--- src/rtl/dds_sine_gen.sv ---
// dds_sine_gen: direct digital synthesiser with a phase accumulator, glitch-free tuning-word
// updates, phase offset, quarter-wave sine LUT and amplitude scaling. The output is unsigned
// offset-binary.
// Optional: define DDS_COS_OUT_EN to add a quadrature output data_cos.
module dds_sine_gen #(
  parameter int unsigned        PHASE_W = 32,
  parameter int unsigned        ADDR_W  = 10,
  parameter int unsigned        DATA_W  = 10,
  parameter int unsigned        AMP_W   = 8,
  parameter logic [PHASE_W-1:0] TW_INIT = '0
) (
  input  logic               clk,
  input  logic               rst_n,
  input  logic               en,
  input  logic               tw_load,
  input  logic [PHASE_W-1:0] tw_in,
  output logic               tw_busy,
  input  logic [ADDR_W-1:0]  phase_off,
  input  logic [AMP_W:0]     amp,
  output logic [ADDR_W-1:0]  phase,
  output logic [DATA_W-1:0]  data_sin,
`ifdef DDS_COS_OUT_EN
  output logic [DATA_W-1:0]  data_cos,
`endif
  output logic               out_valid,
  output logic               wrap
);

  localparam int unsigned      LutN     = 2 ** (ADDR_W - 2);
  localparam int unsigned      MagW     = DATA_W - 1;
  localparam logic [DATA_W-1:0] MidLo   = {1'b0, {(DATA_W-1){1'b1}}};
  localparam logic [DATA_W-1:0] MidHi   = {1'b1, {(DATA_W-1){1'b0}}};
  localparam logic [DATA_W-1:0] One     = {{(DATA_W-1){1'b0}}, 1'b1};
  localparam logic [AMP_W:0]    AmpUnity = {1'b1, {AMP_W{1'b0}}};

  // Half-sample offset keeps the four quadrants exactly symmetric about midscale - 0.5.
  function automatic logic [MagW-1:0] lut_val(input int i);
    real m;
    real x;
    m = real'(2 ** (DATA_W - 1) - 1);
    x = m * $sin(3.14159265358979 / 2.0 * (real'(i) + 0.5) / real'(LutN));
    return MagW'($rtoi(x + 0.5));
  endfunction

  // Scale a magnitude by the amplitude and fold it onto the positive or negative half-wave.
  function automatic logic [DATA_W-1:0] shape(input logic [MagW-1:0] mag, input logic neg,
                                              input logic [AMP_W:0] a);
    logic [DATA_W+AMP_W-1:0] prod;
    logic [DATA_W-1:0]       ms;
    prod = {{(AMP_W+1){1'b0}}, mag} * {{MagW{1'b0}}, a};
    ms   = DATA_W'(prod >> AMP_W);
    return neg ? (MidLo - ms) : (MidLo + One + ms);
  endfunction

  logic [MagW-1:0] lut [LutN];
  for (genvar g = 0; g < LutN; g++) begin : g_lut
    localparam logic [MagW-1:0] Val = lut_val(g);
    assign lut[g] = Val;
  end

  logic [PHASE_W-1:0] acc_q, acc_d;
  logic [PHASE_W:0]   acc_sum;
  logic               carry, carry_q;
  logic [PHASE_W-1:0] tw_active_q, tw_active_d, tw_pending_q, tw_pending_d;
  logic               tw_busy_q, tw_busy_d, tw_apply;

  logic [ADDR_W-1:0]  addr, phase_q;
  logic [1:0]         quad;
  logic [ADDR_W-3:0]  idx, lut_idx;
  logic [MagW-1:0]    mag_q;
  logic               neg_q;
  logic [AMP_W:0]     amp_sat;
  logic [DATA_W-1:0]  data_d, data_q;
  logic [1:0]         vld_q, wrp_q;
  logic               vld_out_q, wrp_out_q;

  // Accumulator advance and deferred tuning-word handshake; a zero word never wraps, so the
  // pending word is applied immediately in that case.
  always_comb begin
    acc_sum      = {1'b0, acc_q} + {1'b0, tw_active_q};
    carry        = en & acc_sum[PHASE_W];
    acc_d        = en ? acc_sum[PHASE_W-1:0] : acc_q;
    tw_apply     = tw_busy_q & ((tw_active_q == '0) | carry);
    tw_active_d  = tw_apply ? tw_pending_q : tw_active_q;
    tw_pending_d = tw_load ? tw_in : tw_pending_q;
    tw_busy_d    = tw_load | (tw_busy_q & ~tw_apply);
  end

  // Accumulator stage registers; carry_q travels with the accumulator value it produced.
  always_ff @(posedge clk or negedge rst_n) begin
    if (!rst_n) begin
      acc_q        <= '0;
      carry_q      <= 1'b0;
      tw_active_q  <= TW_INIT;
      tw_pending_q <= '0;
      tw_busy_q    <= 1'b0;
    end else begin
      acc_q        <= acc_d;
      carry_q      <= carry;
      tw_active_q  <= tw_active_d;
      tw_pending_q <= tw_pending_d;
      tw_busy_q    <= tw_busy_d;
    end
  end

  // Address, quarter-wave fold and output shaping for the three pipeline stages.
  always_comb begin
    addr    = acc_q[PHASE_W-1 -: ADDR_W] + phase_off;
    quad    = phase_q[ADDR_W-1 -: 2];
    idx     = phase_q[ADDR_W-3:0];
    lut_idx = quad[0] ? ~idx : idx;
    amp_sat = (amp > AmpUnity) ? AmpUnity : amp;
    data_d  = shape(mag_q, neg_q, amp_sat);
  end

  // Free-running sample pipeline with valid and wrap flags delayed alongside.
  always_ff @(posedge clk or negedge rst_n) begin
    if (!rst_n) begin
      phase_q   <= '0;
      mag_q     <= '0;
      neg_q     <= 1'b0;
      data_q    <= MidHi;
      vld_q     <= '0;
      vld_out_q <= 1'b0;
      wrp_q     <= '0;
      wrp_out_q <= 1'b0;
    end else begin
      phase_q   <= addr;
      mag_q     <= lut[lut_idx];
      neg_q     <= quad[1];
      data_q    <= data_d;
      vld_q     <= {vld_q[0], en};
      vld_out_q <= vld_q[1];
      wrp_q     <= {wrp_q[0], carry_q};
      wrp_out_q <= wrp_q[1];
    end
  end

`ifdef DDS_COS_OUT_EN
  logic [1:0]        quad_c;
  logic [ADDR_W-3:0] lut_idx_c;
  logic [MagW-1:0]   mag_c_q;
  logic              neg_c_q;
  logic [DATA_W-1:0] data_c_q;

  // Cosine reads the same table one quadrant ahead.
  always_comb begin
    quad_c    = quad + 2'd1;
    lut_idx_c = quad_c[0] ? ~idx : idx;
  end

  // Cosine magnitude and output stages, matched in latency to the sine path.
  always_ff @(posedge clk or negedge rst_n) begin
    if (!rst_n) begin
      mag_c_q  <= '0;
      neg_c_q  <= 1'b0;
      data_c_q <= MidHi;
    end else begin
      mag_c_q  <= lut[lut_idx_c];
      neg_c_q  <= quad_c[1];
      data_c_q <= shape(mag_c_q, neg_c_q, amp_sat);
    end
  end

  assign data_cos = data_c_q;
`endif

  assign tw_busy   = tw_busy_q;
  assign phase     = phase_q;
  assign data_sin  = data_q;
  assign out_valid = vld_out_q;
  assign wrap      = wrp_out_q;

endmodule

--- config.mk ---
export PLATFORM = sky130hd
export DESIGN_NAME = dds_sine_gen
export DESIGN_NICKNAME = d
export VERILOG_FILES = /design/src/rtl/dds_sine_gen.sv
export SDC_FILE = /design/constraint.sdc
export NUM_CORES = 1
export LEC_CHECK = 0
export BUFFER_PORTS_ARGS = -buffer_cell sky130_fd_sc_hd__buf_2
export CAP_MARGIN = 10
export CORE_MARGIN = 10
export CORE_UTILIZATION = 55
export CTS_CLUSTER_DIAMETER = 60
export DETAILED_ROUTE_END_ITERATION = 12
export MAX_ROUTING_LAYER = met4
export PLACE_DENSITY = 0.81
export SYNTH_ARGS = -nofsm -noshare
export SYNTH_HDL_FRONTEND = slang
export SYNTH_SLANG_ARGS = --single-unit
--- constraint.sdc ---
create_clock -name clk -period 13.9 [get_ports clk]
set_clock_uncertainty 0.05 [all_clocks]
set_input_delay 0 -clock clk [delete_from_list [all_inputs] [get_ports clk]]
set_output_delay 0 -clock clk [all_outputs]
set_load 0.03 [all_outputs]
Word-level counts from Yosys, hierarchy flattened:

Memories as Yosys holds them, arrays and structs flattened. A register that Yosys moved wholly into a read port is not among the register bits.
Cells that the tools add are included.

* RAM bits: 0
* register bits after elaboration: 125
* input port bits: 55
* bits in latches: 0
* memories: 1
* output and inout port bits: 23
* ROM bits: 2304
* word-level logic and storage cells: 32

* muxes and demuxes: 3
* eq/ne operators: 0
* shift operators: 0
* magnitude comparators: 1
* reduce and logical (&&, ||, !) cells: 2
* div/mod/pow operators: 0
* multipliers: 1
* bitwise operators: 8
* add/subtract/negate cells: 4

Memory list
* (no name shown): words 256, bits a word 9, rd ports 1, clocked after memory_dff 1, wr ports 0, RTL line 129 `mag_q <= lut[lut_idx];`

Operators with widths (count)
* $add A32 B32 Y33: 1
* $logic_not A32 Y1: 1
* $mul A9 B9 Y18: 1
* $add A10 B10 Y10: 1
* $add A10 B10 Y10 const A: 1
* $mux W10: 1
* $sub A9 B10 Y10 const A: 1
* $gt A9 B9 Y1 const B: 1
* $mux W9: 1
* $not A8 Y9: 1
* $mux W8: 1
* $not A8 Y8: 1
* $and A1 B1 Y1: 3
* $or A1 B1 Y1: 2
* $logic_not A1 Y1: 1
* $not A1 Y1: 1

Depth between registers and ports, before layout:

* depth after elaboration: 7
* mapped depth: 20
* gate-level depth less buffers: 18

Least setup slack after synthesis:

Ideal clock, no wire load.

* path kind: in2reg
* start point: input port amp[8]
* end point: register data_q[9], in the netlist data_sin[9]
* arrival time: 4692 ps
* library setup time: 75 ps
* slack: 9083 ps
* stages on the path: 20
* required time: 13775 ps
* buffers on the path: 2
* path through: buf_4 clkbuf_1 nor2b_1 nand2_1 fa_1 inv_1 fa_1 inv_1 fa_1 fa_1 inv_1 ha_1 nand4b_1 nor4_1 o41ai_1 a21oi_1 a31o_2 a2111oi_0 nor3_1 xnor2_1

* longest elaborated chain between the ends: 5
* elaborated cells between the ends (all ways): 6
* those cells by class: add/sub: 2; mul: 1; order compare: 1; mux: 2

Ends and longest elaborated chain
* start, declared: RTL line 19 `input logic [AMP_W:0] amp,`
* $gt A9 B9 Y1: RTL line 112 `amp_sat = (amp > AmpUnity) ? AmpUnity : amp;`
* $mux W9 *: RTL line 112
* $mul A9 B9 Y18 *: RTL line 50 `prod = {{(AMP_W+1){1'b0}}, mag} * {{MagW{1'b0}}, a};`
* $add A10 B10 Y10 or $sub A9 B10 Y10 (tied branches): RTL line 52 `return neg ? (MidLo - ms) : (MidLo + One + ms);`
* $mux W10 *: RTL line 52
* via data_d[9]: RTL line 73 `logic [DATA_W-1:0] data_d, data_q;`
* end signal, assigned: RTL line 122 `data_q <= MidHi;`
* end signal, assigned: RTL line 131 `data_q <= data_d;`
* end, declared: RTL line 73

The timed path passes the listed nets; every way through them passes the cells marked *.
A chain may end at the register's enable or synchronous reset.

Final worst setup path:

* start point: register mag_q[5]
* end point: register data_q[9], in the netlist data_sin[9]

* longest elaborated chain between the ends: 3
* elaborated cells between the ends (all ways): 4
* those cells by class: add/sub: 2; mul: 1; mux: 1

Ends and longest elaborated chain
* start, declared: RTL line 70 `logic [MagW-1:0] mag_q;`
* $mul A9 B9 Y18 *: RTL line 50
* $add A10 B10 Y10 or $sub A9 B10 Y10 (tied branches): RTL line 52
* $mux W10 *: RTL line 52
* via data_d[9]: RTL line 73

Marked as above.

==> results.sh <==
export IMPL_synth_main_ff_cell="dfrtp_1"
export IMPL_dr_total_vias=9491
export IMPL_dieArea_um2=27000
export IMPL_synth_top_area_frac=0.290
export IMPL_yosysMostFrequentCell="dfrtp_1"
export IMPL_startpoint="mag_q[5]$_DFF_PN0_"
export IMPL_gp_congestion=0.940
export IMPL_grt_max_degree=69
export IMPL_pin_count=78
export IMPL_clock_root_buffer="clkbuf_16"
export IMPL_routed_wl_mm=28.2
export IMPL_insertion_delay_ps=420
export IMPL_startpoint_type="flip-flop"
export IMPL_die_y_um=164
export IMPL_antenna_found_initial=0
export IMPL_ys_seq_elements=134
export IMPL_finish_instance_area_um2=13000
export IMPL_yosysSeqAreaShare=0.292
export IMPL_start_util=0.563
export IMPL_max_cap_viol_count=0
export IMPL_drc_errors=0
export IMPL_post_cts_resized=0
export IMPL_postCtsSetupRepairBufs=0
export IMPL_crit_fanout=9
export IMPL_area_delta_synth_final_pct=13.3
export IMPL_finalHoldViolCount=0
export IMPL_die_x_um=164
export IMPL_antenna_cells=0
export IMPL_cts_sinks=134
export IMPL_synth_nets=1412
export IMPL_critPathRequiredTime_ps=14190
export IMPL_clk_pin_slew_ps=70
export IMPL_gr_total_overflow=0
export IMPL_whs_ps=71.4
export IMPL_num_rows=52
export IMPL_clock_path_buffers=2
export IMPL_setup_viol=0
export IMPL_post_route_util=0.638
export IMPL_h_tree_depth=4
export IMPL_synth_area_leaders="dfrtp_1 29%, ha_1 9.4%, fa_1 8.9%, mux2_2 5.5%, xnor2_1 3.8%"
export IMPL_grt_pass1_vias=9842
export IMPL_synth_area_leader_cell="dfrtp_1"
export IMPL_ys_async_sr_fraction=1.00
export IMPL_ant_nets=0
export IMPL_min_path_cells=4
export IMPL_maxSlewHeadroom=0.380
export IMPL_finalCriticalPeriod_ps=5200
export IMPL_grt_pass1_wl_mm=48.3
export IMPL_syn_area_um2=11500
export IMPL_path_class="flip-flop to flip-flop"
export IMPL_drv_slew=0
export IMPL_routedWlPerCell_um=17.8
export IMPL_synthDistinctLibCells=78
export IMPL_post_synth_inst_count=1220
export IMPL_period_share=0.374
export IMPL_rr_startpoint="mag_q[5]$_DFF_PN0_"
export IMPL_drive_gt1_frac=0.162
export IMPL_fill_cells=1584
export IMPL_hold_path_class="primary input to flip-flop"
export IMPL_fmax_mhz=192
export IMPL_via_per_inst=6.00
export IMPL_critPathCaptureType="flip-flop"
export IMPL_grt_setup_unrepaired="false"
export IMPL_r2r_cells=17
export IMPL_finish_net_count=1491
export IMPL_outcome="completed"
export IMPL_numCtsBuffers=17
export IMPL_cts_tree="yes"
export IMPL_globalRouteTotalUtil=0.222
export IMPL_worstMarginPinSlew_ps=930
export IMPL_ys_warn_count=0
export IMPL_synth_edff_count=0
export IMPL_avgSynthCellArea_um2=9.40
export IMPL_place_area_um2=12000
export IMPL_synthTopCellsByCount="133 x dfrtp_1, 116 x nand2_1, 86 x ha_1, 76 x a21oi_1, 76 x inv_1"
export IMPL_tns_ps=0
export IMPL_drtPass1Iterations=5
export IMPL_drtIter0Drc=806
export IMPL_core_area_um2=20400
export IMPL_hpwl_mm=19.5
export IMPL_r2r_slack_ps=8700
export IMPL_critPathCapture="data_sin[9]$_DFF_PN1_"
export IMPL_arrival_ps=5490
export IMPL_rr_endpoint="data_sin[9]$_DFF_PN1_"
export IMPL_port_buffers=77
-- cell usage in the layout, fill, tap and decap left out, types with 7 or more instances in the layout --
cell type / n
nand4_1: 9
dlygate4sd3_1: 43
o21bai_1: 8
clkbuf_16: 17
o22ai_1: 10
mux2_1: 30
buf_4: 14
nor3_1: 18
dfrtp_1: 133
nand3_1: 10
a21o_1: 24
fa_1: 51
nor2b_1: 14
nand2_1: 116
and2_1: 48
nor4_1: 11
a31oi_1: 15
inv_1: 76
xor2_1: 19
nor2_1: 60
o21ai_0: 66
ha_1: 86
o211ai_1: 19
a21oi_1: 76
a211oi_1: 12
a2111oi_0: 7
mux2_2: 56
nand2b_1: 8
nand3b_1: 7
a221oi_1: 9
xnor2_1: 47
buf_2: 76
-- final cells by class --
class / count / area (µm²) / area share
inverters: 77 / 289 / 0.0222
clock buffers: 17 / 425 / 0.0327
multi-input cells: 935 / 7500 / 0.577
clock inverters: 15 / 160 / 0.0123
well taps: 270 / 338 / 0.0260
flip-flops and latches: 134 / 3350 / 0.258
repair buffers: 134 / 927 / 0.0714
-- metrics by stage --
stage               instances  setup WS [ps]
finish                   1582           8700
global route             1582           8370
CTS                      1582           8720
detailed placement       1507           8490
global placement         1507           8530
floorplan                1220           9080
-- layer usage --
layer | vias to the layer above | global-route usage | routed length (µm) | part of all wire
met1 | 4645 | 0.261 | 11600 | 0.41
met3 | 47 | 0.0324 | 1550 | 0.055
met2 | 315 | 0.384 | 14500 | 0.51
li1 | 4484 | - | - | -
met4 | 0 | 0.0696 | 594 | 0.021
met5 | - | - | 0 | 0
-- sequential cells by signal, summed over array words and instances (netlist names), 2 cells and up --
signal	cells
acc_q	32
data_sin	10
mag_q	9
phase	10
tw_active_q	32
tw_pending_q	32
vld_q	2
wrp_q	2
-- worst min path at each step --
| stage | startpoint | end |
|---|---|---|
| 6_report | phase_off[9] | phase[9]$_DFF_PN0_ |
| 3_5_place_dp | rst_n | tw_pending_q[9]$_DFFE_PN0P_ |
| 5_1_grt | phase_off[9] | phase[9]$_DFF_PN0_ |
| 3_3_place_gp | rst_n | tw_pending_q[9]$_DFFE_PN0P_ |
| 4_1_cts | phase_off[9] | phase[9]$_DFF_PN0_ |
| 2_1_floorplan | rst_n | acc_q[0]$_DFFE_PN0P_ |
-- worst max-delay path, stage by stage, from the launching register on --
cell       delay (ps)
dfrtp_1           530
nand2_1           130
fa_1              550
inv_1              50
fa_1              510
inv_1              50
fa_1              460
fa_1              540
inv_1              40
ha_1              300
nand4b_1          100
nor4_1             70
o41ai_1           460
a21oi_1           240
a31o_2            320
a2111oi_0         410
nor3_1            140
xnor2_1           170
-- logic make-up after synthesis --
kind of cell	after synthesis	synth area share
and+or+nand+nor	325	0.139
AOI/OAI and AO/OA	307	0.178
buffers and inverters	151	0.0570
adders and majority gates	137	0.183
DFF	134	0.292
muxes	92	0.0927
xor gates and xnor gates	74	0.0585
-- repair_timing --
action / CTS / global route
endpoints found under the hold margin: 107 / 0
hold buffers: 43 / 0
setup endpoints to repair: 0 / 0
Power is left out: the tool's default activity adds up to more than one toggle a clock period on the data nets, which glitch-free logic cannot reach.
